`src/rtl/cpu_ctrl_pkg.sv`:
```
// Shared encodings for the lab CPU control sequencer: opcodes, instruction
// classes, sequencer states and the control-word bundle.
package cpu_ctrl_pkg;

  localparam logic [4:0] OP_LD        = 5'b00000;
  localparam logic [4:0] OP_LDI       = 5'b00001;
  localparam logic [4:0] OP_ST        = 5'b00010;
  localparam logic [4:0] OP_ALU_FIRST = 5'b00011;
  localparam logic [4:0] OP_ALU_LAST  = 5'b01011;
  localparam logic [4:0] OP_ALUI_LAST = 5'b01110;
  localparam logic [4:0] OP_MUL       = 5'b01111;
  localparam logic [4:0] OP_DIV       = 5'b10000;
  localparam logic [4:0] OP_NEG       = 5'b10001;
  localparam logic [4:0] OP_NOT       = 5'b10010;
  localparam logic [4:0] OP_BR        = 5'b10011;
  localparam logic [4:0] OP_JR        = 5'b10100;
  localparam logic [4:0] OP_IN        = 5'b10101;
  localparam logic [4:0] OP_OUT       = 5'b10110;
  localparam logic [4:0] OP_MFHI      = 5'b10111;
  localparam logic [4:0] OP_MFLO      = 5'b11000;
  localparam logic [4:0] OP_HALT      = 5'b11010;

  // Address and branch-target arithmetic always uses the adder.
  localparam logic [4:0] ALU_ADD = 5'b00011;

  typedef enum logic [3:0] {
    S_RST, S_T0, S_T1, S_T2, S_T3, S_T4, S_T5, S_T6, S_T7, S_WAIT, S_HALT
  } state_t;

  typedef enum logic [3:0] {
    C_ALU, C_ALUI, C_LD, C_LDI, C_ST, C_MULDIV, C_UNARY, C_BR,
    C_JR, C_IN, C_OUT, C_MFHI, C_MFLO, C_NOP, C_HALT
  } op_class_t;

  typedef struct packed {
    logic       pc_out, zlow_out, zhigh_out, mdr_out, hi_out, lo_out, inport_out, c_out;
    logic       mar_in, mdr_in, ir_in, y_in, z_in, pc_in, hi_in, lo_in, outport_in, con_in, inc_pc;
    logic       read, write;
    logic       gra, grb, grc, r_in, r_out, ba_out;
    logic [4:0] alu_op;
  } ctrl_t;

  // Undefined opcodes fall into the nop class.
  function automatic op_class_t op_class(input logic [4:0] op);
    if (op >= OP_ALU_FIRST && op <= OP_ALU_LAST) return C_ALU;
    if (op > OP_ALU_LAST && op <= OP_ALUI_LAST)  return C_ALUI;
    case (op)
      OP_LD:          return C_LD;
      OP_LDI:         return C_LDI;
      OP_ST:          return C_ST;
      OP_MUL, OP_DIV: return C_MULDIV;
      OP_NEG, OP_NOT: return C_UNARY;
      OP_BR:          return C_BR;
      OP_JR:          return C_JR;
      OP_IN:          return C_IN;
      OP_OUT:         return C_OUT;
      OP_MFHI:        return C_MFHI;
      OP_MFLO:        return C_MFLO;
      OP_HALT:        return C_HALT;
      default:        return C_NOP;
    endcase
  endfunction

endpackage

```
`src/rtl/control_unit_ctrl_word_decode.sv`:
```
// Combinational control-word decode from sequencer state, opcode and CON.
// Also flags the final step of an instruction and the halt step.
import cpu_ctrl_pkg::*;

module ctrl_word_decode (
  input  state_t     state,
  input  logic [4:0] opcode,
  input  logic       con,
  output ctrl_t      ctrl,
  output logic       last,
  output logic       halt
);

  op_class_t cls;
  assign cls = op_class(opcode);

  // Fetch steps are opcode-independent; execute steps decode by class.
  always_comb begin
    ctrl = '0;
    last = 1'b0;
    halt = 1'b0;
    case (state)
      S_T0: begin ctrl.pc_out = 1'b1; ctrl.mar_in = 1'b1; ctrl.inc_pc = 1'b1; ctrl.z_in = 1'b1; end
      S_T1: begin ctrl.zlow_out = 1'b1; ctrl.pc_in = 1'b1; ctrl.read = 1'b1; ctrl.mdr_in = 1'b1; end
      S_T2: begin ctrl.mdr_out = 1'b1; ctrl.ir_in = 1'b1; end
      S_T3, S_T4, S_T5, S_T6, S_T7: begin
        case (cls)
          C_ALU, C_ALUI: begin
            case (state)
              S_T3: begin ctrl.grb = 1'b1; ctrl.r_out = 1'b1; ctrl.y_in = 1'b1; end
              S_T4: begin
                ctrl.z_in = 1'b1;
                if (cls == C_ALU) begin ctrl.grc = 1'b1; ctrl.r_out = 1'b1; end
                else ctrl.c_out = 1'b1;
              end
              S_T5: begin ctrl.zlow_out = 1'b1; ctrl.gra = 1'b1; ctrl.r_in = 1'b1; last = 1'b1; end
              default: ;
            endcase
          end
          C_LD, C_LDI, C_ST: begin
            case (state)
              S_T3: begin ctrl.grb = 1'b1; ctrl.ba_out = 1'b1; ctrl.y_in = 1'b1; end
              S_T4: begin ctrl.c_out = 1'b1; ctrl.z_in = 1'b1; end
              S_T5: begin
                ctrl.zlow_out = 1'b1;
                if (cls == C_LDI) begin ctrl.gra = 1'b1; ctrl.r_in = 1'b1; last = 1'b1; end
                else ctrl.mar_in = 1'b1;
              end
              S_T6: begin
                if (cls == C_LD) begin ctrl.read = 1'b1; ctrl.mdr_in = 1'b1; end
                else if (cls == C_ST) begin ctrl.gra = 1'b1; ctrl.r_out = 1'b1; ctrl.mdr_in = 1'b1; end
              end
              S_T7: begin
                if (cls == C_LD) begin ctrl.mdr_out = 1'b1; ctrl.gra = 1'b1; ctrl.r_in = 1'b1; last = 1'b1; end
                else if (cls == C_ST) begin ctrl.write = 1'b1; last = 1'b1; end
              end
              default: ;
            endcase
          end
          C_MULDIV: begin
            case (state)
              S_T3: begin ctrl.gra = 1'b1; ctrl.r_out = 1'b1; ctrl.y_in = 1'b1; end
              S_T4: begin ctrl.grb = 1'b1; ctrl.r_out = 1'b1; ctrl.z_in = 1'b1; end
              S_T5: begin ctrl.zlow_out = 1'b1; ctrl.lo_in = 1'b1; end
              S_T6: begin ctrl.zhigh_out = 1'b1; ctrl.hi_in = 1'b1; last = 1'b1; end
              default: ;
            endcase
          end
          C_UNARY: begin
            case (state)
              S_T3: begin ctrl.grb = 1'b1; ctrl.r_out = 1'b1; ctrl.z_in = 1'b1; end
              S_T4: begin ctrl.zlow_out = 1'b1; ctrl.gra = 1'b1; ctrl.r_in = 1'b1; last = 1'b1; end
              default: ;
            endcase
          end
          C_BR: begin
            case (state)
              S_T3: begin ctrl.gra = 1'b1; ctrl.r_out = 1'b1; ctrl.con_in = 1'b1; end
              S_T4: begin ctrl.pc_out = 1'b1; ctrl.y_in = 1'b1; end
              S_T5: begin ctrl.c_out = 1'b1; ctrl.z_in = 1'b1; end
              S_T6: begin ctrl.zlow_out = 1'b1; ctrl.pc_in = con; last = 1'b1; end
              default: ;
            endcase
          end
          default: begin
            // Remaining classes are single-step instructions executed in T3.
            if (state == S_T3) begin
              last = (cls != C_HALT);
              halt = (cls == C_HALT);
              case (cls)
                C_JR:   begin ctrl.gra = 1'b1; ctrl.r_out = 1'b1; ctrl.pc_in = 1'b1; end
                C_IN:   begin ctrl.inport_out = 1'b1; ctrl.gra = 1'b1; ctrl.r_in = 1'b1; end
                C_OUT:  begin ctrl.gra = 1'b1; ctrl.r_out = 1'b1; ctrl.outport_in = 1'b1; end
                C_MFHI: begin ctrl.hi_out = 1'b1; ctrl.gra = 1'b1; ctrl.r_in = 1'b1; end
                C_MFLO: begin ctrl.lo_out = 1'b1; ctrl.gra = 1'b1; ctrl.r_in = 1'b1; end
                default: ;
              endcase
            end
          end
        endcase
      end
      default: ;
    endcase
    // ALU op only matters when Z is loaded during execute; the fetch
    // increment in T0 goes through IncPC instead.
    if (ctrl.z_in && state != S_T0)
      ctrl.alu_op = (cls == C_ALU || cls == C_ALUI || cls == C_MULDIV || cls == C_UNARY)
                    ? opcode : ALU_ADD;
  end

endmodule

```
`src/rtl/control_unit.sv`:
```
// Control sequencer top: state register, memory handshake, stop/idle and halt.
import cpu_ctrl_pkg::*;

module control_unit (
  input  logic       clock,
  input  logic       clear,
  input  logic [4:0] opcode,
  input  logic       CON,
  input  logic       mem_ready,
  input  logic       stop,
  output logic       PCout, Zlowout, Zhighout, MDRout, HIout, LOout, InPortout, Cout,
  output logic       MARin, MDRin, IRin, Yin, Zin, PCin, HIin, LOin, OutPortin, CONin, IncPC,
  output logic       Read, Write,
  output logic       Gra, Grb, Grc, Rin, Rout, BAout,
  output logic [4:0] alu_op,
  output logic       run
);

  state_t state, nxt;
  ctrl_t  ctrl;
  logic   last, halt;

  ctrl_word_decode u_dec (
    .state  (state),
    .opcode (opcode),
    .con    (CON),
    .ctrl   (ctrl),
    .last   (last),
    .halt   (halt)
  );

  // Next step: memory steps stall on mem_ready, stop is honoured only at the
  // instruction boundary, HALT is sticky.
  always_comb begin
    nxt = state;
    case (state)
      S_RST:  nxt = S_T0;
      S_WAIT: nxt = stop ? S_WAIT : S_T0;
      S_HALT: nxt = S_HALT;
      default: begin
        if ((ctrl.read || ctrl.write) && !mem_ready) nxt = state;
        else if (halt)                               nxt = S_HALT;
        else if (last)                               nxt = stop ? S_WAIT : S_T0;
        else                                         nxt = state_t'(state + 4'd1);
      end
    endcase
  end

  // State register and registered run flag; clear wins over everything.
  always_ff @(posedge clock) begin
    if (!clear) begin
      state <= S_RST;
      run   <= 1'b0;
    end else begin
      state <= nxt;
      run   <= (nxt != S_RST) && (nxt != S_HALT);
    end
  end

  assign PCout     = ctrl.pc_out;
  assign Zlowout   = ctrl.zlow_out;
  assign Zhighout  = ctrl.zhigh_out;
  assign MDRout    = ctrl.mdr_out;
  assign HIout     = ctrl.hi_out;
  assign LOout     = ctrl.lo_out;
  assign InPortout = ctrl.inport_out;
  assign Cout      = ctrl.c_out;
  assign MARin     = ctrl.mar_in;
  assign MDRin     = ctrl.mdr_in;
  assign IRin      = ctrl.ir_in;
  assign Yin       = ctrl.y_in;
  assign Zin       = ctrl.z_in;
  assign PCin      = ctrl.pc_in;
  assign HIin      = ctrl.hi_in;
  assign LOin      = ctrl.lo_in;
  assign OutPortin = ctrl.outport_in;
  assign CONin     = ctrl.con_in;
  assign IncPC     = ctrl.inc_pc;
  assign Read      = ctrl.read;
  assign Write     = ctrl.write;
  assign Gra       = ctrl.gra;
  assign Grb       = ctrl.grb;
  assign Grc       = ctrl.grc;
  assign Rin       = ctrl.r_in;
  assign Rout      = ctrl.r_out;
  assign BAout     = ctrl.ba_out;
  assign alu_op    = ctrl.alu_op;

endmodule

```
`config.mk`:
```
export PLATFORM = sky130hd
export DESIGN_NAME = control_unit
export DESIGN_NICKNAME = d
export VERILOG_FILES = /design/src/rtl/cpu_ctrl_pkg.sv /design/src/rtl/control_unit_ctrl_word_decode.sv /design/src/rtl/control_unit.sv
export SDC_FILE = /design/constraint.sdc
export NUM_CORES = 1
export LEC_CHECK = 0
export BUFFER_PORTS_ARGS = -buffer_cell sky130_fd_sc_hd__clkbuf_2
export CAP_MARGIN = 20
export CORE_MARGIN = 2
export CORE_UTILIZATION = 53
export CTS_BUF_LIST = sky130_fd_sc_hd__clkbuf_4 sky130_fd_sc_hd__clkbuf_8
export CTS_CLUSTER_SIZE = 8
export DETAILED_ROUTE_END_ITERATION = 10
export PLACE_DENSITY = 0.83
export SYNTH_ARGS = -nofsm -noshare
export SYNTH_HDL_FRONTEND = slang
export SYNTH_SLANG_ARGS = --single-unit
```
`constraint.sdc`:
```
create_clock -name clock -period 3.7 [get_ports clock]
set_input_delay 0.74 -clock clock [delete_from_list [all_inputs] [get_ports clock]]
set_output_delay 0.74 -clock clock [all_outputs]
set_load 0.01 [all_outputs]
```
==> reports/metrics.cfg, run 1 <==
[drt]
num_vias=1790
drc=0
first_pass_iters=5
antenna_left=0
avgViaCountPerCell=6.22
wl_um=4240
drt_first_iter_violations=75
wl_per_cell_um=14.7

[power_and_ir_drop]
power_density_nw_per_um2=205
switching_power_w=0.000165
p_comb_share_pct=60.6
ir_drop_mv=0.295
power_frac_clock_pct=20.7
leakagePower_nw=0.841
p_int_w=0.000197
swShare_pct=45.5
p_seq_share_pct=18.7

[worst_setup_path]
crit_type=in2out
crit_chain=clkbuf_2, inv_1, ha_1, and4bb_1, a211o_1, nor2_1, buf_4, xnor2_1, nor3_1, o21a_1, o21a_1, clkbuf_2
setup.worst_path.start_class=input port
crit_required_ns=2.96
cp_slowest_cell=a211o_1
end_kind=output pin
cp_slowest_stage_delay_ns=0.31
cp_max_fo=6
worstPathArrival_ns=2.85

[final_layout]
nNetsFinal=276
syn_to_final_growth_pct=27.8
drive_gt1_share_pct=29.5
diodes=0
final_core_util_pct=71.3

[die]
die-height_um=55.1
initial_core_util_pct=55.8
coreArea_um2=2480
fp.dieW_um=55.1
die_area_um2=3030
io_pins=43
rows=18

[clock_network]
cts-buffers-inserted=3
path_clk_slew_ns=0.04
clock-sinks=5
cts-htree-levels=1
cts_tree=built
clkLatencyLatePin_ns=0.26
cts.path.max_buffers=2
cts-root-buf=clkbuf_4

[yosys]
synth_edf_count=0
synth_area_leaders=dfxtp_1, nor2_1, ha_1
ys_async_sr_fraction_pct=0
ys_types=61
ys_ff_latch=5
synth_cells=210
ys_warn_count=0
post-synth-top-count-cell=nor2_1
synthTopCellsByCount=nor2_1, nand2_1, inv_1, nor3_1, a21oi_1
yosys.area.top_type_share_pct=7.25
synth_nets=227
syn_area_um2=1380
synth_top_area_cell=dfxtp_1
synth_seq_area_share_pct=7.25
synthFlopType=dfxtp_1
synth_area_per_cell_um2=6.58

[global_route]
grt_max_degree=18
antenna_found_initial=0
grt_pass1_wl_um=6400
first_global_vias=1432
grt_usage_pct=28.9
grt-ovfl-total=0

[timing]
hold_violations=0
worst_pin_slew_ns=0.481
setup_viol=0
finalCriticalPeriod_ns=3.59
fin_crit_sh_pct=97.2
fmax_mhz=278
clock_skew_ns=0.00272
maxSlewHeadroom_pct=67.7
maxSlewViolCount=0
setup_ws_ns=0.105

[place]
dp_hpwl_um=3160
post-place-ws_ns=0.0588
gp_congestion=0.901
io_buffers=42

[job]
drv_cap=0

[min_path]
hold_path.class=reg2reg

[status]
status=completed

-- cell usage in the layout, fill, tap and decap left out, types with 6 or more instances in the layout --
| cell | instances |
|---|---|
| nor2_1 | 23 |
| a21oi_1 | 9 |
| nand3_1 | 6 |
| inv_1 | 13 |
| clkbuf_2 | 41 |
| nand2_1 | 23 |
| nor3_1 | 9 |
| buf_4 | 15 |
| ha_1 | 6 |
| o21ai_0 | 6 |
-- worst max-delay path: cells and delay by family --
kind                       cells  cell delay (ns)
adders and majority gates      1             0.28
AOI/OAI and AO/OA              3             0.68
and+or+nand+nor                3             0.49
xor gates and xnor gates       1             0.13
buffers and inverters          4             0.53
-- logic make-up (layout without fill, tap and decap cells) --
logic type / after synthesis / after routing / synth area share, %
muxes: 1 / 1 / 0.725
and+or+nand+nor: 104 / 104 / 39.7
xor gates and xnor gates: 4 / 4 / 2.54
adders and majority gates: 7 / 7 / 6.34
buffers and inverters: 27 / 75 / 8.42
AOI/OAI and AO/OA: 62 / 62 / 35.1
DFF: 5 / 5 / 7.25
-- flip-flops by register name, summed over array words and instances (netlist names) --
name,flops
run,1
state,4
-- per-stage QoR --
step	total power, W	cell area [um2]	TNS, ns	hold WS [ns]	instances
floorplan	0.000208	1380	0	0.604	210
global placement	0.000270	1660	0	0.656	282
detailed placement	0.000272	1660	0	0.663	282
CTS	0.000348	1690	0	0.672	286
global route	0.000397	1770	-0.0452	0.748	288
finish	0.000362	1770	0	0.672	288
-- path summary, 6_finish.rpt --
check	from	endpoint	slack, ns	cells after the start
setup / recovery	opcode[0]	Rin	0.11	12
hold / removal	state[0]	state[0]	0.67	3
setup reg to reg	state[3]	run	1.12	9
hold reg to reg	state[0]	state[0]	0.67	3
-- repair_timing --
action / 4_1_cts / 5_1_grt
setup endpoints to repair: 0 / 12
gates resized for setup: 0 / 12
hold buffers: 0 / 0
setup buffers: 0 / 2
-- layer usage --
| layer | share of wire, % | up-vias | routed length (um) | track usage [%] |
|---|---|---|---|---|
| met1 | 44 | 796 | 1890 | 42.8 |
| li1 | - | 874 | - | - |
| met3 | 10 | 14 | 424 | 5.11 |
| met4 | 2.2 | 0 | 94 | 6.50 |
| met2 | 43 | 106 | 1840 | 43.1 |
| met5 | 0 | - | 0 | 0 |
-- area by class of cell --
| class | count | area (um2) |
|---|---|---|
| flip-flops and latches | 5 | 100 |
| fillers | 232 | 712 |
| multi-input cells | 178 | 1220 |
| repair buffers | 57 | 325 |
| clock buffers | 4 | 30.0 |
| well taps | 30 | 37.5 |
| inverters | 14 | 52.6 |
-- power groups by stage --
stage | Combinational (W) | Clock [W] | Sequential [W]
after global routing | 0.000246 | 0.0000820 | 0.0000691
final | 0.000219 | 0.0000750 | 0.0000678
after global placement | 0.000201 | 0 | 0.0000686
after CTS | 0.000204 | 0.0000761 | 0.0000678
after detailed placement | 0.000203 | 0 | 0.0000690
after floorplan | 0.000140 | 0 | 0.0000674
Power figures use the tool's default switching activity.
==> inputs of run 2 (changes only) <==
- CELL_PAD_IN_SITES_DETAIL_PLACEMENT: default -> 0
- CELL_PAD_IN_SITES_GLOBAL_PLACEMENT: default -> 1
- CORE_UTILIZATION: 53 -> 37
- PLACE_DENSITY: 0.83 -> 0.85
==> run 2 against run 1 <==
Net effect: register-to-register slack got worse by 0.07 ns; clock skew increased by 0.00099 ns; hold slack improved by 0.0074 ns; total power increased by 9.3%; maximum frequency increased by 0.28%; global-route usage decreased by 8.6 points; combinational power about the same; sequential share of layout area decreased by 0.20 points; core utilization decreased by 21 points; largest cell class unchanged; largest power group unchanged; highest routed layer unchanged.
==> reports/metrics.cfg, run 2 (same netlist as run 1, synthesis figures left out) <==
[status]
status=completed

[min_path]
hold_path.class=reg2reg
hp-start=state[0]

[place]
post-place-ws_ns=0.0365  ; -0.0223 ns
gp_congestion=0.873  ; -3.1%
place_inst=304  ; +7.8%
io_buffers=42  ; unchanged
dp_hpwl_um=3410  ; +7.9%

[power_and_ir_drop]
leakagePower_nw=0.859  ; +2.1%
power_density_nw_per_um2=217  ; +5.5%
ir_drop_mv=0.396  ; +34%

[die]
fp.dieW_um=65.1  ; +18%
die-height_um=65.1  ; +18%
die_area_um2=4240  ; +40%
initial_core_util_pct=38.0  ; -18 points
coreArea_um2=3630  ; +47%
rows=22  ; +4
io_pins=43  ; unchanged

[drt]
wl_per_cell_um=14.0  ; -4.8%
drt_first_iter_violations=162  ; +120%
drc=0  ; unchanged
wl_um=4330  ; +2.1%
avgViaCountPerCell=5.64  ; -9.2%
first_pass_iters=4  ; -1
num_vias=1744  ; -2.6%
antenna_left=0  ; unchanged

[global_route]
grt_usage_pct=20.4  ; -8.6 points
first_global_vias=1552  ; +8.4%
grt-ovfl-total=0  ; unchanged
grt_pass1_wl_um=7090  ; +11%
antenna_found_initial=0  ; unchanged
grt_max_degree=18  ; unchanged

[worst_setup_path]
crit_type=in2out
setup.worst_path.start_class=input port
end_kind=output pin
r2r-start=state[3]
crit_required_ns=2.96  ; about the same
worstPathArrival_ns=2.84  ; about the same
cp_max_fo=7  ; +1
crit_path_start=opcode[0]

[timing]
fin_crit_sh_pct=96.9  ; -0.27 points
clock_skew_ns=0.00371  ; +0.000985 ns
fmax_mhz=279  ; +0.28%
hold_violations=0  ; unchanged
worst_pin_slew_ns=0.404  ; -0.0769 ns
maxSlewHeadroom_pct=72.8  ; +5.2 points
setup_viol=0  ; unchanged
finalCriticalPeriod_ns=3.58  ; -0.0102 ns
maxSlewViolCount=0  ; unchanged
setup_ws_ns=0.115  ; +0.0102 ns
tns_ns=0  ; unchanged

[final_layout]
regArea_um2=100  ; unchanged
syn_to_final_growth_pct=32.4
final.fill_count=406  ; +75%
top_register=state
layout.cells.non_filler=309  ; +7.3%
largest_reg_flops=4  ; unchanged
final_common_cell=clkbuf_2
multi_input_area_um2=1220  ; unchanged
reg_top3=state: 4 flops, run: 1 flops
drive_gt1_share_pct=32.2  ; +2.7 points
final_cell_mix=clkbuf_2, nand2_1, nor2_1
nNetsFinal=279  ; +1.1%
diodes=0  ; unchanged

[clock_network]
path_clk_slew_ns=0.03  ; about the same
clock-sinks=5  ; unchanged
cts_tree=built
cts-buffers-inserted=3  ; unchanged
cts.path.max_buffers=2  ; unchanged
clkLatencyLatePin_ns=0.22  ; -0.04 ns
ctsHoldBuffers=0  ; unchanged
cts-htree-levels=1  ; unchanged
cts-root-buf=clkbuf_8

[job]
drv_cap=0  ; unchanged

==> run 2: cell types whose count changed in the layout (fill, tap and decap cells not counted), moves of 2 or more <==
| cell | change |
|---|---|
| buf_4 | +3 |
| clkbuf_4 | -3 |
| clkbuf_8 | +3 |
| nor2_2 | +3 |
| nor2_1 | -2 |
==> run 2: cell type report <==
class / instances / share of cell area [%]
Sequential cell: 5 / 5.47
Multi-Input combinational cell: 178 / 66.7
Tap cell: 48 / 3.28
Inverter: 14 / 2.87
Timing Repair Buffer: 60 / 19.0
Clock buffer: 4 / 2.67
==> run 2: critical path, cell delays in order <==
cell and delay (ns):
clkbuf_2 0.15, inv_1 0.09, ha_1 0.30, and4bb_1 0.24, a211oi_4 0.41, buf_4 0.19
nor2_2 0.05, nand3_1 0.12, and3_2 0.24, nor2_2 0.04, and2_1 0.14, clkbuf_2 0.12
==> run 2: layer usage <==
metal	up-vias	GRT usage, %	routed length [um]
li1	877	-	-
met1	797	27.6	1990
met2	68	36.0	2060
met3	2	2.05	263
met4	0	2.34	22
met5	-	0	0
==> run 2: final timing paths <==
check	to	slack (ns)	cells past startpoint
min	state[0]	0.68	3
max reg2reg	run	1.05	9
min reg2reg	state[0]	0.68	3
max	alu_op[2]	0.12	12
==> run 2: power breakdown <==
| part | internal (W) | switching (W) |
|---|---|---|
| sequential | 0.0000612 | 0.00000701 |
| combinational | 0.0000905 | 0.000132 |
| clock | 0.0000811 | 0.0000245 |
| total | 0.000233 | 0.000163 |
==> run 2: repair_timing <==
item / CTS / global route
setup endpoints to repair: 0 / 9
gates resized for setup: 0 / 15
buffers inserted: 0 / 1
==> run 2: stage by stage <==
stage          utilization (%)  cell area (um2)  hold WS [ns]  total power, W
3_3_place_gp              47.2             1720         0.689        0.000278
2_1_floorplan                -             1380         0.604        0.000208
6_report                  50.3             1830         0.680        0.000396
3_5_place_dp              47.2             1720         0.668        0.000278
4_1_cts                   48.6             1760         0.685        0.000388
5_1_grt                   50.3             1830         0.753        0.000431
